## config.mk

```make
export PLATFORM = sky130hd
export DESIGN_NAME = nrzi_rx_framer
export DESIGN_NICKNAME = d
export VERILOG_FILES = /design/src/rtl/nrzi_pkg.sv /design/src/rtl/nrzi_sync_hunt.sv /design/src/rtl/nrzi_rx_framer.sv
export SDC_FILE = /design/constraint.sdc
export NUM_CORES = 1
export LEC_CHECK = 0
export CAP_MARGIN = 40
export CORE_UTILIZATION = 55
export CTS_BUF_LIST = sky130_fd_sc_hd__clkbuf_2 sky130_fd_sc_hd__clkbuf_4 sky130_fd_sc_hd__clkbuf_8
export CTS_CLUSTER_SIZE = 24
export DETAILED_ROUTE_END_ITERATION = 10
export MAX_ROUTING_LAYER = met4
export PLACE_DENSITY = 0.81
export SLEW_MARGIN = 20
export SYNTH_ARGS = -nofsm -noshare
export SYNTH_HDL_FRONTEND = slang
export SYNTH_SLANG_ARGS = --single-unit
```

## constraint.sdc

```tcl
create_clock -name refclk -period 2.3 [get_ports refclk]
set_input_delay 0.46 -clock refclk [delete_from_list [all_inputs] [get_ports refclk]]
set_output_delay 0.46 -clock refclk [all_outputs]
set_load 0.01 [all_outputs]
```

## src/rtl/nrzi_pkg.sv

```systemverilog
// Shared types and defaults for the NRZI receive framer slice.
package nrzi_pkg;
  localparam int unsigned BYTE_W = 8;

  localparam logic [BYTE_W-1:0] SYNC_DEFAULT  = 8'hD5;
  localparam int unsigned       FRAME_DEFAULT = 16;
  localparam int unsigned       LOSS_DEFAULT  = 4;
  localparam int unsigned       RST_DEFAULT   = 8;

  typedef enum logic [1:0] {
    ST_IDLE,
    ST_RESYNC,
    ST_HUNT,
    ST_DATA
  } rx_state_e;
endpackage

```

## src/rtl/nrzi_sync_hunt.sv

```systemverilog
// Sliding 8-bit window over the received bit stream; flags the bit that completes SYNC_WORD.
module nrzi_sync_hunt
  import nrzi_pkg::*;
#(
  parameter logic [BYTE_W-1:0] SYNC_WORD = SYNC_DEFAULT
) (
  input  logic refclk,
  input  logic reset_n,
  input  logic clear,
  input  logic shift_en,
  input  logic bit_in,
  output logic match
);

  logic [BYTE_W-1:0] sr;
  logic [BYTE_W-1:0] sr_next;

  // Newest bit enters at the MSB so the oldest bit sits at bit 0 (LSB-first word).
  assign sr_next = {bit_in, sr[BYTE_W-1:1]};
  assign match   = shift_en && !clear && (sr_next == SYNC_WORD);

  always_ff @(posedge refclk or negedge reset_n) begin
    if (!reset_n) begin
      sr <= '0;
    end else if (clear) begin
      sr <= '0;
    end else if (shift_en) begin
      sr <= sr_next;
    end
  end

endmodule

```

## src/rtl/nrzi_rx_framer.sv

```systemverilog
// Frames NRZI decoder bits into bytes: sync hunt, fixed-length payload, loss-driven decoder resync.
module nrzi_rx_framer
  import nrzi_pkg::*;
#(
  parameter logic [BYTE_W-1:0] SYNC_WORD   = SYNC_DEFAULT,
  parameter int unsigned       FRAME_BYTES = FRAME_DEFAULT,
  parameter int unsigned       LOSS_CYCLES = LOSS_DEFAULT,
  parameter int unsigned       RST_CYCLES  = RST_DEFAULT
) (
  input  logic              refclk,
  input  logic              reset_n,
  input  logic              enable,
  input  logic              dec_oe,
  input  logic              dec_out,
  input  logic              dec_loss,
  output logic              dec_reset,
  output logic              locked,
  output logic [BYTE_W-1:0] byte_data,
  output logic              byte_valid,
  output logic              byte_first,
  output logic              byte_last,
  output logic              frame_err,
  output logic [7:0]        err_cnt
);

  rx_state_e         state;
  logic              dec_oe_q;
  logic [2:0]        bit_cnt;
  logic [7:0]        byte_cnt;
  logic [3:0]        loss_cnt;
  logic [7:0]        rst_cnt;
  logic [BYTE_W-1:0] byte_sr;

  logic              bit_stb;
  logic              sync_hit;
  logic [3:0]        loss_next;
  logic              loss_trip;
  logic [BYTE_W-1:0] byte_next;
  logic              last_byte;

  assign bit_stb   = dec_oe & ~dec_oe_q;
  assign loss_next = dec_loss ? loss_cnt + 4'd1 : '0;
  assign loss_trip = ((state == ST_HUNT) || (state == ST_DATA)) && (loss_next == 4'(LOSS_CYCLES));
  assign byte_next = {dec_out, byte_sr[BYTE_W-1:1]};
  assign last_byte = (byte_cnt == 8'(FRAME_BYTES - 1));

  nrzi_sync_hunt #(
    .SYNC_WORD (SYNC_WORD)
  ) u_sync_hunt (
    .refclk   (refclk),
    .reset_n  (reset_n),
    .clear    (state != ST_HUNT),
    .shift_en ((state == ST_HUNT) && bit_stb),
    .bit_in   (dec_out),
    .match    (sync_hit)
  );

  always_ff @(posedge refclk or negedge reset_n) begin
    if (!reset_n) begin
      state      <= ST_IDLE;
      dec_oe_q   <= 1'b0;
      bit_cnt    <= '0;
      byte_cnt   <= '0;
      loss_cnt   <= '0;
      rst_cnt    <= '0;
      byte_sr    <= '0;
      dec_reset  <= 1'b1;
      locked     <= 1'b0;
      byte_data  <= '0;
      byte_valid <= 1'b0;
      byte_first <= 1'b0;
      byte_last  <= 1'b0;
      frame_err  <= 1'b0;
      err_cnt    <= '0;
    end else begin
      dec_oe_q   <= dec_oe;
      byte_valid <= 1'b0;
      byte_first <= 1'b0;
      byte_last  <= 1'b0;
      frame_err  <= 1'b0;
      if (!enable) begin
        state     <= ST_IDLE;
        dec_reset <= 1'b1;
        locked    <= 1'b0;
        loss_cnt  <= '0;
      end else begin
        case (state)
          ST_IDLE: begin
            state     <= ST_RESYNC;
            rst_cnt   <= 8'(RST_CYCLES);
            dec_reset <= 1'b1;
            loss_cnt  <= '0;
          end
          ST_RESYNC: begin
            loss_cnt <= '0;
            if (rst_cnt <= 8'd1) begin
              state     <= ST_HUNT;
              dec_reset <= 1'b0;
            end else begin
              rst_cnt <= rst_cnt - 8'd1;
            end
          end
          ST_HUNT: begin
            loss_cnt <= loss_next;
            if (loss_trip) begin
              state     <= ST_RESYNC;
              rst_cnt   <= 8'(RST_CYCLES);
              dec_reset <= 1'b1;
              loss_cnt  <= '0;
            end else if (sync_hit) begin
              state    <= ST_DATA;
              locked   <= 1'b1;
              bit_cnt  <= '0;
              byte_cnt <= '0;
            end
          end
          ST_DATA: begin
            loss_cnt <= loss_next;
            // Loss is tested first so a coincident 8th bit never produces a byte.
            if (loss_trip) begin
              state     <= ST_RESYNC;
              rst_cnt   <= 8'(RST_CYCLES);
              dec_reset <= 1'b1;
              locked    <= 1'b0;
              loss_cnt  <= '0;
              frame_err <= 1'b1;
              if (err_cnt != 8'hFF) err_cnt <= err_cnt + 8'd1;
            end else if (bit_stb) begin
              byte_sr <= byte_next;
              bit_cnt <= bit_cnt + 3'd1;
              if (bit_cnt == 3'd7) begin
                byte_data  <= byte_next;
                byte_valid <= 1'b1;
                byte_first <= (byte_cnt == 8'd0);
                byte_last  <= last_byte;
                byte_cnt   <= byte_cnt + 8'd1;
                if (last_byte) begin
                  state  <= ST_HUNT;
                  locked <= 1'b0;
                end
              end
            end
          end
          default: state <= ST_IDLE;
        endcase
      end
    end
  end

endmodule

```

==> flow_summary.yaml, run 1 <==
logic_synthesis:
  netlist-cell-type-count: 50
  muxShareOfSynthArea_pct: 6.164
  yosys.area_share.adder_pct: 3.425
  ys_seq_area_share_pct: 53.13
  synth_compound_area_share_pct: 12.20
  syn_nets: 284
  yosysTopAreaCellShare_pct: 52.23
  syn-cell-area_mm2: 0.002923
  yosysTopAreaCell: "dfrtp_1"
  synth_top_family_by_area: "simple AND/OR/NAND/NOR gates"
  synth_warnings: 0
  ys.flop_type: "dfrtp_1"
  yosys-top-cells-area: "dfrtp_1 52%, mux2_2 6.2%, nand2_1 4.0%"
  netlist_instances: 270
  async_reset_ff_share_pct: 100.0
  synth-xor-area-share_pct: 2.697
  synth_common_cells: "61 x dfrtp_1, 31 x nand2_1, 22 x a21oi_1"
  avgSynthCellArea_um2: 10.83
  yosys_register_bits: 62
  synth.most_common_cell: "dfrtp_1"
  synth_edf_count: 0
  synth-simple-area-share_pct: 19.56
clocking:
  cts_made_buffers: 9
  h-tree-depth: 3
  cts_tree: "built"
  cts_setup_buffers: 0
  worst_skew_pair.late_latency_ps: 340
  root_buffer: "clkbuf_8"
  clockBufferDepth: 2
  clk_pin_slew_ps: 70
  cts_sinks: 62
grt:
  overflow: 0
  antenna_found_initial: 0
  grt_usage_pct: 23.21
  grt_pass1_vias: 2050
  grt_max_degree: 63
  grt_first_pass_wirelength_um: 9280
power_and_ir_drop:
  power_density_mw_per_mm2: 799.5
  cell_internal_pwr_uw: 1923
  power_frac_comb_pct: 24.8
  power.leakage_uw: 0.001622
  p_clk_share_pct: 29.3
  switchingPower_uw: 929.2
  worst_ir_drop_vdd_v: 0.0005624
  pwr-share-seq_pct: 45.9
  switching_share_pct: 32.58
sta:
  rsz0062_at_grt: "no"
  worst_pin_slew_ps: 480.3
  slew-limit-headroom_pct: 67.98
  final_hold_viol_count: 0
  fin_skew_ps: 9.144
  timing.final.crit_share_pct: 90.66
  drv_slew: 0
  fmaxAchievable_ghz: 0.4796
  finalSetupViolCount: 0
  period_minus_slack_ps: 2085
  tns_ps: 0
critical_path:
  required_ps: 2520
  endpoint_kind: "flip-flop"
  critical_path.startpoint_type: "flip-flop"
  arrival_ps: 2310
  critical_path_class: "reg2reg"
  cp_max_fo: 7
outcome:
  status: "finished, final reports clean"
hold_path:
  hp-class: "in2async"
routing:
  drt_wl_total_um: 5710
  viasPerCell: 5.642
  drtIter0Drc: 82
  ant_nets: 0
  num_vias: 2223
  wire_per_inst_um: 14.49
  drc: 0
  drtPass1Iterations: 4
floorplan:
  rows: 26
  die_w_um: 74.90
  die_h_um: 74.90
  io_pins: 28
  core_mm2: 0.005107
  start_util_pct: 57.23
  dieArea_mm2: 0.005610
placement:
  globalplace.congestion: 0.8442
  io_buffer_count: 27
  hpwl_um: 3838
  dp.cells: 378
  place_area_mm2: 0.003390
finish:
  fillers: 397
  fin_area_mm2: 0.003567
  layout-drive-gt1-share_pct: 19.75
  syn_to_final_growth_pct: 22.05
  nets: 333
  finalNonFillerCells: 394
  num_antenna_cells: 0
flow_run:
  timing.max_cap.violations: 0
[logic make-up (layout without fill, tap and decap cells)]
family,Yosys count,after routing
compound gates,58,58
xor+xnor,9,9
fa+ha+maj,8,8
flops,62,62
simple gates,100,100
mux,16,16
buf+inv,17,71
[state kept, by name, summed over array words and instances (netlist names), 2 cells and up]
name / cells
bit_cnt: 3
byte_cnt: 8
byte_sr: 7
state: 2
rst_cnt: 8
loss_cnt: 4
u_sync_hunt.sr: 7
err_cnt: 8
byte_data: 8
[metrics by stage]
| step | util, % | worst slack (ps) | hold slack [ps] | total power, uW |
|---|---|---|---|---|
| 4_1_cts | 69.77 | 142.1 | 123.6 | 2858 |
| 5_1_grt | 69.84 | 56.74 | 140.8 | 3014 |
| 3_5_place_dp | 66.36 | -37.06 | 483.2 | 2019 |
| 2_1_floorplan | - | 276.9 | 164.4 | 1768 |
| 3_3_place_gp | 66.36 | 107.3 | 472.3 | 1988 |
| 6_report | 69.84 | 214.9 | 113.1 | 2852 |
[final cells by class]
type                            instances  area [um^2]  share of cell area [%]
Inverter                                7        26.28                  0.7366
Tap cell                               70        87.58                   2.455
Clock buffer                            9        123.9                   3.472
Multi-Input combinational cell        191         1291                   36.20
Clock inverter                          7        50.05                   1.403
Timing Repair Buffer                   48        435.4                   12.21
Sequential cell                        62         1553                   43.53
[per-layer routing]
layer	wire length (um)	GRT usage, %	vias up
met2	2686	35.24	39
met5	0	-	-
met3	199	6.693	11
met4	97	9.224	0
li1	-	-	1077
met1	2727	29.41	1096
[cell usage in the layout, fill, tap and decap left out, types with 2 or more instances in the layout]
cell,n
a22o_1,2
and3_1,7
and4_1,2
nor3b_1,2
buf_4,20
mux2_2,16
nand2_1,31
inv_1,7
xor2_1,3
clkinv_2,2
clkdlybuf4s50_1,26
o21ai_0,10
nand2b_1,5
clkbuf_8,9
dfrtp_1,61
ha_1,8
clkinvlp_4,3
nand4_1,7
nor3_1,7
xnor2_1,6
and2_1,2
or4_1,5
a21oi_1,22
o21a_1,4
o31ai_1,3
a31oi_1,8
nor2_1,10
nand3_1,8
[power groups by stage]
| stage | Sequential, uW | Combinational, uW | Clock [uW] |
|---|---|---|---|
| floorplan | 1300 | 470 | 0 |
| global placement | 1320 | 670 | 0 |
| detailed placement | 1320 | 695 | 0 |
| CTS | 1310 | 700 | 852 |
| global route | 1330 | 784 | 903 |
| finish | 1310 | 707 | 836 |
[path summary, 6_finish.rpt]
| kind | start | endpoint | slack [ps] | cells past startpoint |
|---|---|---|---|---|
| min reg2reg | loss_cnt[0]$_DFF_PN0_ | loss_cnt[0]$_DFF_PN0_ | 490 | 1 |
| min in group refclk | loss_cnt[0]$_DFF_PN0_ | loss_cnt[0]$_DFF_PN0_ | 490 | 1 |
| min | reset_n | bit_cnt[1]$_DFFE_PN0P_ | 110 | 2 |
| max in group asynchronous | reset_n | dec_reset$_DFFE_PN1P_ | 1890 | 2 |
| max | loss_cnt[0]$_DFF_PN0_ | byte_sr[6]$_DFFE_PN0P_ | 210 | 7 |
| max reg2reg | loss_cnt[0]$_DFF_PN0_ | byte_sr[6]$_DFFE_PN0P_ | 210 | 7 |
[repair_timing]
| action | 4_1_cts | 5_1_grt |
|---|---|---|
| endpoints found under the setup margin | 0 | 1 |
| gates resized for setup | 0 | 1 |
| hold buffers | 0 | 0 |
[critical path, cell delays in order, from the launching register on]
cell and delay (ps):
dfrtp_1 410, ha_1 220, xnor2_1 330, nor3_4 80
buf_4 160, a21oi_2 210, buf_4 200, mux2_2 350
Power figures use the tool's default switching activity.
==> run 2, diff against run 1 <==
Settings changed: CORE_UTILIZATION 55 to 30, PLACE_DENSITY 0.81 to 0.51.
==> flow_summary.yaml, run 2 (synthesis gave the netlist of run 1 again) <==
placement:
  hpwl_um: 4218
  dp.cells: 436
  io_buffer_count: 27
  globalplace.congestion: 0.7334
critical_path:
  critical_path.startpoint_type: "flip-flop"
  endpoint_kind: "flip-flop"
  critical_path_class: "reg2reg"
  arrival_ps: 2430
  required_ps: 2580
  cp_max_fo: 6
grt:
  grt_usage_pct: 14.11
  grt_pass1_vias: 2217
  grt_first_pass_wirelength_um: 10830
  overflow: 0
  grt_max_degree: 63
  antenna_found_initial: 0
clocking:
  cts_setup_buffers: 0
  ctsResizeCount: 0
  cts_sinks: 62
  cts_tree: "built"
  root_buffer: "clkbuf_8"
  worst_skew_pair.late_latency_ps: 340
  clk_pin_slew_ps: 70
  clockBufferDepth: 2
  cts_made_buffers: 9
  cts_hold_buf: 0
  h-tree-depth: 3
floorplan:
  io_pins: 28
  die_w_um: 100.7
  core_mm2: 0.009328
  start_util_pct: 31.33
  dieArea_mm2: 0.01014
  rows: 35
  die_h_um: 100.7
finish:
  layout.cells.most_common_list: "61 x dfrtp_1, 31 x nand2_1, 26 x clkdlybuf4s50_1"
  fillers: 956
  layout-drive-gt1-share_pct: 19.20
  multi_input_area_mm2: 0.001287
  nets: 332
  final_common_cell: "dfrtp_1"
  finalNonFillerCells: 452
  seqCellArea_mm2: 0.001553
  num_antenna_cells: 0
  syn_to_final_growth_pct: 27.87
routing:
  viasPerCell: 4.863
  wire_per_inst_um: 13.68
  drc: 0
  drtPass1Iterations: 4
  drtIter0Drc: 77
  num_vias: 2198
  drt_wl_total_um: 6182
  ant_nets: 0
sta:
  timing.final.crit_share_pct: 93.70
  period_minus_slack_ps: 2155
  final_hold_viol_count: 0
  worst_pin_slew_ps: 804.5
  hold_slack_ps: 126.2
  fin_skew_ps: 9.486
  rsz0062_at_grt: "no"
  finalSetupViolCount: 0
  drv_slew: 0
  fmaxAchievable_ghz: 0.4640
  slew-limit-headroom_pct: 46.25
power_and_ir_drop:
  worst_ir_drop_vdd_v: 0.0003193
  power_density_mw_per_mm2: 864.9
  power.leakage_uw: 0.001666
  p_total_uw: 3232
flow_run:
  timing.max_cap.violations: 0
hold_path:
  hp-class: "in2async"
outcome:
  status: "finished, final reports clean"
## run 2: cell count changes in the layout (fill, tap and decap cells not counted)
cell | before | now
buf_4 | 20 | 17
bufinv_16 | 0 | 3
clkinvlp_4 | 3 | 0
buf_12 | 1 | 3
clkbuf_4 | 0 | 2
clkbuf_8 | 9 | 11
clkinv_2 | 2 | 0
clkinv_4 | 1 | 0
inv_6 | 1 | 0
o21bai_1 | 0 | 1
o21bai_2 | 1 | 0
## run 2: metal layers
| layer | vias up | GRT usage [%] | part of all wire (%) |
|---|---|---|---|
| met5 | - | - | 0 |
| met4 | 0 | 4.013 | 1.4 |
| met3 | 10 | 3.814 | 3.4 |
| met2 | 38 | 21.18 | 45 |
| met1 | 1076 | 18.74 | 50 |
| li1 | 1074 | - | - |
## run 2: layout make-up
class	count	share of cell area, %
timing repair buffer	47	12.12
clock buffer	13	4.453
inverter	7	0.7030
clock inverter	3	2.410
tap	129	4.319
multi-input combinational	191	34.45
sequential	62	41.55
## run 2: path summary, 6_finish.rpt
kind	end	slack, ps	cells past startpoint	startpoint
max	rst_cnt[3]$_DFFE_PN0P_	140	6	loss_cnt[0]$_DFF_PN0_
min	byte_cnt[4]$_DFFE_PN0P_	130	2	reset_n
max reg2reg	rst_cnt[3]$_DFFE_PN0P_	140	6	loss_cnt[0]$_DFF_PN0_
min reg2reg	err_cnt[5]$_DFFE_PN0P_	490	1	err_cnt[5]$_DFFE_PN0P_
max in group asynchronous	dec_reset$_DFFE_PN1P_	1850	2	reset_n
min in group refclk	err_cnt[5]$_DFFE_PN0P_	490	1	err_cnt[5]$_DFFE_PN0P_
## run 2: per-stage QoR
step	cell area, um^2	setup TNS [ps]	worst slack (ps)	util, %
after CTS	3737	0	120.1	40.07
after floorplan	2923	0	276.9	-
after global placement	3481	-159.9	-53.07	37.32
final	3737	0	144.9	40.07
after detailed placement	3481	-224.6	-61.69	37.32
after global routing	3737	0	5.678	40.07
## run 2: critical path, stage by stage, from the launching register on
cell	delay, ps
dfrtp_1	420
ha_1	220
xnor2_1	170
nor3_4	210
a21boi_2	150
nor3b_1	720
or3b_1	210
## run 2: where the power goes
part / internal [uW] / switching (uW)
combinational: 320 / 376
clock: 805 / 426
sequential: 1200 / 105
